**config.mk**
```make
export PLATFORM = sky130hd
export DESIGN_NAME = ex_mem_skid
export DESIGN_NICKNAME = d
export VERILOG_FILES = /design/src/rtl/ex_mem_skid.sv
export SDC_FILE = /design/constraint.sdc
export NUM_CORES = 1
export LEC_CHECK = 0
export ABC_CLOCK_PERIOD_IN_PS = 2000
export BUFFER_PORTS_ARGS = -buffer_cell sky130_fd_sc_hd__buf_2
export CELL_PAD_IN_SITES_DETAIL_PLACEMENT = 1
export CELL_PAD_IN_SITES_GLOBAL_PLACEMENT = 1
export CORE_MARGIN = 3
export CORE_UTILIZATION = 25
export DETAILED_ROUTE_END_ITERATION = 10
export GPL_TIMING_DRIVEN = 0
export PLACE_DENSITY_LB_ADDON = 0.1
export SLEW_MARGIN = 20
export SYNTH_ARGS = -nofsm -noshare
export SYNTH_HDL_FRONTEND = slang
export SYNTH_SLANG_ARGS = --single-unit
```
**constraint.sdc**
```tcl
create_clock -name clk -period 2 [get_ports clk]
set_clock_uncertainty 0.05 [all_clocks]
set_input_delay 0.4 -clock clk [delete_from_list [all_inputs] [get_ports clk]]
set_output_delay 0.4 -clock clk [all_outputs]
set_load 0.02 [all_outputs]
```
**src/rtl/ex_mem_skid.sv**
```systemverilog
// ex_mem_skid: two-entry EX/MEM skid buffer with registered in_ready.
// Optional forwarding tap enabled by defining EXMEM_FWD_EN.
module ex_mem_skid #(
    parameter int XLEN = 32,
    parameter int REGW = 5
) (
    input  logic            clk,
    input  logic            rst_n,
    input  logic            flush,
    input  logic            in_valid,
    output logic            in_ready,
    input  logic [XLEN-1:0] in_result,
    input  logic [XLEN-1:0] in_store_data,
    input  logic [XLEN-1:0] in_pc,
    input  logic [REGW-1:0] in_rd,
    input  logic            in_wen,
    input  logic            in_mem_rd,
    input  logic            in_mem_wr,
    input  logic [2:0]      in_funct3,
    output logic            out_valid,
    input  logic            out_ready,
    output logic [XLEN-1:0] out_result,
    output logic [XLEN-1:0] out_store_data,
    output logic [XLEN-1:0] out_pc,
    output logic [REGW-1:0] out_rd,
    output logic            out_wen,
    output logic            out_mem_rd,
    output logic            out_mem_wr,
    output logic [2:0]      out_funct3,
    output logic [1:0]      occ,
    output logic            fwd_valid,
    output logic [REGW-1:0] fwd_rd,
    output logic [XLEN-1:0] fwd_data,
    output logic            fwd_is_load
);

    typedef struct packed {
        logic [XLEN-1:0] result;
        logic [XLEN-1:0] store_data;
        logic [XLEN-1:0] pc;
        logic [REGW-1:0] rd;
        logic            wen;
        logic            mem_rd;
        logic            mem_wr;
        logic [2:0]      funct3;
    } entry_t;

    entry_t     main_q;
    entry_t     main_d;
    entry_t     skid_q;
    entry_t     skid_d;
    entry_t     in_entry;
    logic       main_valid;
    logic       main_valid_d;
    logic       skid_valid;
    logic       skid_valid_d;
    logic       ready_q;
    logic [1:0] occ_q;
    logic [1:0] occ_d;
    logic       push;
    logic       pop;

    assign push = in_valid & ready_q;
    assign pop  = main_valid & out_ready;

    // Pack the incoming beat; writes to x0 are dropped at capture time.
    always_comb begin
        in_entry            = '0;
        in_entry.result     = in_result;
        in_entry.store_data = in_store_data;
        in_entry.pc         = in_pc;
        in_entry.rd         = in_rd;
        in_entry.wen        = in_wen & (in_rd != '0);
        in_entry.mem_rd     = in_mem_rd;
        in_entry.mem_wr     = in_mem_wr;
        in_entry.funct3     = in_funct3;
    end

    // Next-state for both entries; flush wins over every transition.
    always_comb begin
        main_d       = main_q;
        skid_d       = skid_q;
        main_valid_d = main_valid;
        skid_valid_d = skid_valid;
        if (flush) begin
            main_valid_d = 1'b0;
            skid_valid_d = 1'b0;
        end else if (!main_valid) begin
            if (push) begin
                main_d       = in_entry;
                main_valid_d = 1'b1;
            end
        end else if (!skid_valid) begin
            if (push && pop) begin
                main_d = in_entry;
            end else if (push) begin
                skid_d       = in_entry;
                skid_valid_d = 1'b1;
            end else if (pop) begin
                main_valid_d = 1'b0;
            end
        end else if (pop) begin
            main_d       = skid_q;
            skid_valid_d = 1'b0;
        end
        occ_d = {1'b0, main_valid_d} + {1'b0, skid_valid_d};
    end

    // State registers; in_ready and occ are registered alongside the valids.
    always_ff @(posedge clk or negedge rst_n) begin
        if (!rst_n) begin
            main_q     <= '0;
            skid_q     <= '0;
            main_valid <= 1'b0;
            skid_valid <= 1'b0;
            ready_q    <= 1'b1;
            occ_q      <= 2'd0;
        end else begin
            main_q     <= main_d;
            skid_q     <= skid_d;
            main_valid <= main_valid_d;
            skid_valid <= skid_valid_d;
            ready_q    <= !skid_valid_d;
            occ_q      <= occ_d;
        end
    end

    assign in_ready       = ready_q;
    assign occ            = occ_q;
    assign out_valid      = main_valid;
    assign out_result     = main_q.result;
    assign out_store_data = main_q.store_data;
    assign out_pc         = main_q.pc;
    assign out_rd         = main_q.rd;
    assign out_wen        = main_q.wen;
    assign out_mem_rd     = main_q.mem_rd;
    assign out_mem_wr     = main_q.mem_wr;
    assign out_funct3     = main_q.funct3;

`ifdef EXMEM_FWD_EN
    assign fwd_valid   = main_valid & main_q.wen;
    assign fwd_rd      = main_q.rd;
    assign fwd_data    = main_q.result;
    assign fwd_is_load = main_valid & main_q.mem_rd;
`else
    assign fwd_valid   = 1'b0;
    assign fwd_rd      = '0;
    assign fwd_data    = '0;
    assign fwd_is_load = 1'b0;
`endif

endmodule

```
==> summary.txt <==
Layout
  – Layout filler cell count: 4194
  – Antenna Cells: 0
  – Share of layout cells above drive strength 1: 69.2%
  – Final cell count without fillers: around 1500
  – Most frequent cells in the layout: mux2_2, buf_2, dfrtp_1
  – Layout Nets: 1042
  – Final Util: approximately a third
  – Most common cell after layout, fill and taps aside: mux2_2
  – Area Growth Syn to Fin: 31.2%

Floorplanning
  – Die ar.: approximately 41000 um^2
  – Initial Util: 25.5%
  – Row Count: between 70 and 80
  – Core area: 37900 um^2
  – Die height: 203 um
  – Ports: roughly 260
  – Die X: between 200 and 250 um

Status
  – Status: finished, final reports clean

Power
  – Design internal power: approximately 9.9 mW
  – Total power: 13.8 mW
  – PD cells: approximately 1100 nW/um^2
  – Switching part of the total: around 28%
  – Leak: 5.94 nW
  – Switching power: between 3 and 4 mW
  – Logic pwr share: 21.9%
  – Clk pwr share: around 34%
  – Maximum VDD drop: between 0.0005 and 0.0006 V
  – Reg power frac: 43.8%

Route
  – Routed wire length: 25500 um
  – DRC Markers: 0
  – DRT Pass-1 Iters: 4
  – Starting DRT DRC Count: 123
  – Antenna-violating nets left: 0
  – Vias after detailed routing: roughly 6000
  – DR vias/cell: 4.13
  – Routed len/inst: approximately 18 um

Min path
  – Worst hold-check path type: in -> reg

Placement
  – Routability congestion estimate: ~0.67
  – Detail Placement HPWL: approximately 18000 um
  – Number of port buffers: 222
  – Placed Cells: 1405

Yosys
  – Cell taking the most area after synthesis: dfrtp_1
  – Most used flip-flop cell after synthesis: dfrtp_1
  – Sequential element share of the synthesized area: a little under three fifths
  – Yosys cell types: 27
  – Mapped Cells: approximately 630
  – Syn Std Cell Area: a little under 10000 um^2
  – Synth Warn #: 0
  – Post-synth EDFFs: 0
  – Mean Syn Cell Area: ~15 um^2
  – Flops & latches, synth: roughly 220
  – Post-synth top area share: between 50 and 60%
  – Fraction of registers with async set/reset: 100%
  – Synth top area cells: dfrtp_1, mux2_2, buf_4, mux2_1, buf_2

Worst setup path
  – Crit path max fanout: 10
  – CP bufs+invs: 3
  – WP data required: 2.36 ns
  – Critical path's top delay family: buffers and inverters
  – Most common cell on crit path: buf_4
  – CP peak stage delay: 0.37 ns
  – Arr. time, crit path: approximately 2.3 ns
  – CP endpoint kind: flip-flop
  – Critical Path, Cell by Cell: clkbuf_4 -> nor2b_2 -> a211oi_4 -> buf_4 -> buf_4 -> mux2_2
  – Master of the slowest instance on the critical path: dfrtp_1
  – Setup CP Type: reg -> reg
  – Type of origin of the critical path: flip-flop

Global route
  – Gr ovfl total: 0
  – First-pass GRT wire length: 39800 um
  – Vias in the first global route: 6561
  – Initial antenna violation count: 7
  – Largest net degree at the start of global routing: 83
  – GR Util All Layers: between 10% and 20%

Timing
  – RSZ-0062 raised after global routing: yes
  – Fmax: roughly 0.51 GHz
  – Hold slack: approximately 0.06 ns
  – Max-slew violation count: 0
  – Final setup violation count: 0
  – Tightest Pin Transition: 0.520 ns
  – Max-slew headroom: between 60 and 70%
  – Final period util: between 90% and 100%
  – Final hold violations: 0
  – Fin crit period: 1.95 ns

Clocking
  – Clock sink count: 219
  – CTS Buffer Depth: 3
  – Clock transition at path regs: about 0.060 ns
  – Total CTS buffers: 27
  – H-tree levels: 1
  – CTS tree: built
  – Clk Latency, worst-skew pair: between 0.5 and 0.6 ns
  – Clock root cell: clkbuf_16

Run
  – Max Cap Viol: 0
-- power groups by stage --
stage	sequential, mW	combinational (mW)	clock [mW]
2_1_floorplan	6.66	1.37	0
3_3_place_gp	6.11	2.98	0
3_5_place_dp	6.15	3.05	0
4_1_cts	6.08	3.08	5.00
5_1_grt	6.23	3.30	5.18
6_report	6.06	3.03	4.75
-- registers in the layout, indices dropped and copies added, names as in the netlist --
register and count:
in_ready 1, occ 2, out_funct3 3, out_mem_rd 1
out_mem_wr 1, out_pc 32, out_rd 5, out_result 32
out_store_data 32, out_valid 1, out_wen 1, skid_q 107
skid_valid 1
-- per-stage QoR --
step,setup slack [ns],area [um^2],setup TNS [ns]
global placement,-4.03,11600,-1005.75
CTS,0.00156,12600,0
detailed placement,-0.925,11600,-133.99
finish,0.0524,12700,0
global route,-0.0292,12700,-0.751
floorplan,0.0303,9820,0
-- metal layers --
metal,track usage (%),vias up,wire [um]
met2,19.0,159,11200
met5,0,-,90
met4,2.92,14,571
met3,4.35,49,1990
li1,-,2765,-
met1,16.4,3030,11700
-- cell type report --
type	instances	area [um^2]	share of cell area, %
Buffer	73	572	4.51
Clock buffer	41	808	6.37
Clock inverter	4	48.8	0.384
Inverter	3	11.3	0.0887
Multi-Input combinational cell	375	3890	30.7
Sequential cell	219	5480	43.2
Tap cell	511	639	5.04
Timing Repair Buffer	230	1240	9.77
-- path summary, 6_finish.rpt --
check | start | end | slack (ns) | depth (start not counted)
max in group asynchronous | rst_n | out_result[29] | 0.30 | 4
min reg2reg | out_pc[20] | out_pc[20] | 0.43 | 1
max | out_valid | out_pc[16] | 0.05 | 6
min | in_pc[3] | skid_q[14] | 0.06 | 2
max reg2reg | out_valid | out_pc[16] | 0.05 | 6
min in group asynchronous | rst_n | out_store_data[1] | 0.36 | 2
-- cell families (layout without fill, tap and decap cells) --
group,count (synthesis),after routing,share of synthesized area (%)
adders and majority gates,1,1,0.129
other,1,39,0.0388
muxes,319,319,37.1
AOI/OAI and AO/OA,9,9,0.698
and+or+nand+nor,7,7,0.427
buffers and inverters,76,351,4.93
DFF,219,219,56.7
-- worst reg2reg max path: stages, from the launching register on --
cell and delay, ns:
dfrtp_1 0.37, clkbuf_4 0.19, nor2b_2 0.19, a211oi_4 0.24, buf_4 0.21, buf_4 0.22, mux2_2 0.37
-- Yosys cell counts, types with 2 or more instances --
cell type	count
mux2_2	307
dfrtp_1	218
buf_4	40
buf_2	15
clkbuf_1	15
mux2_1	11
buf_6	3
inv_1	3
o21ai_0	2
-- timing repair --
item	CTS	global route
hold buffers	1	0
resized for setup	41	15
endpoints found under the hold margin	63	0
pin swaps	2	1
setup buffers	4	1
endpoints found under the setup margin	214	182
Note: power is estimated with default switching activity, not from simulation.
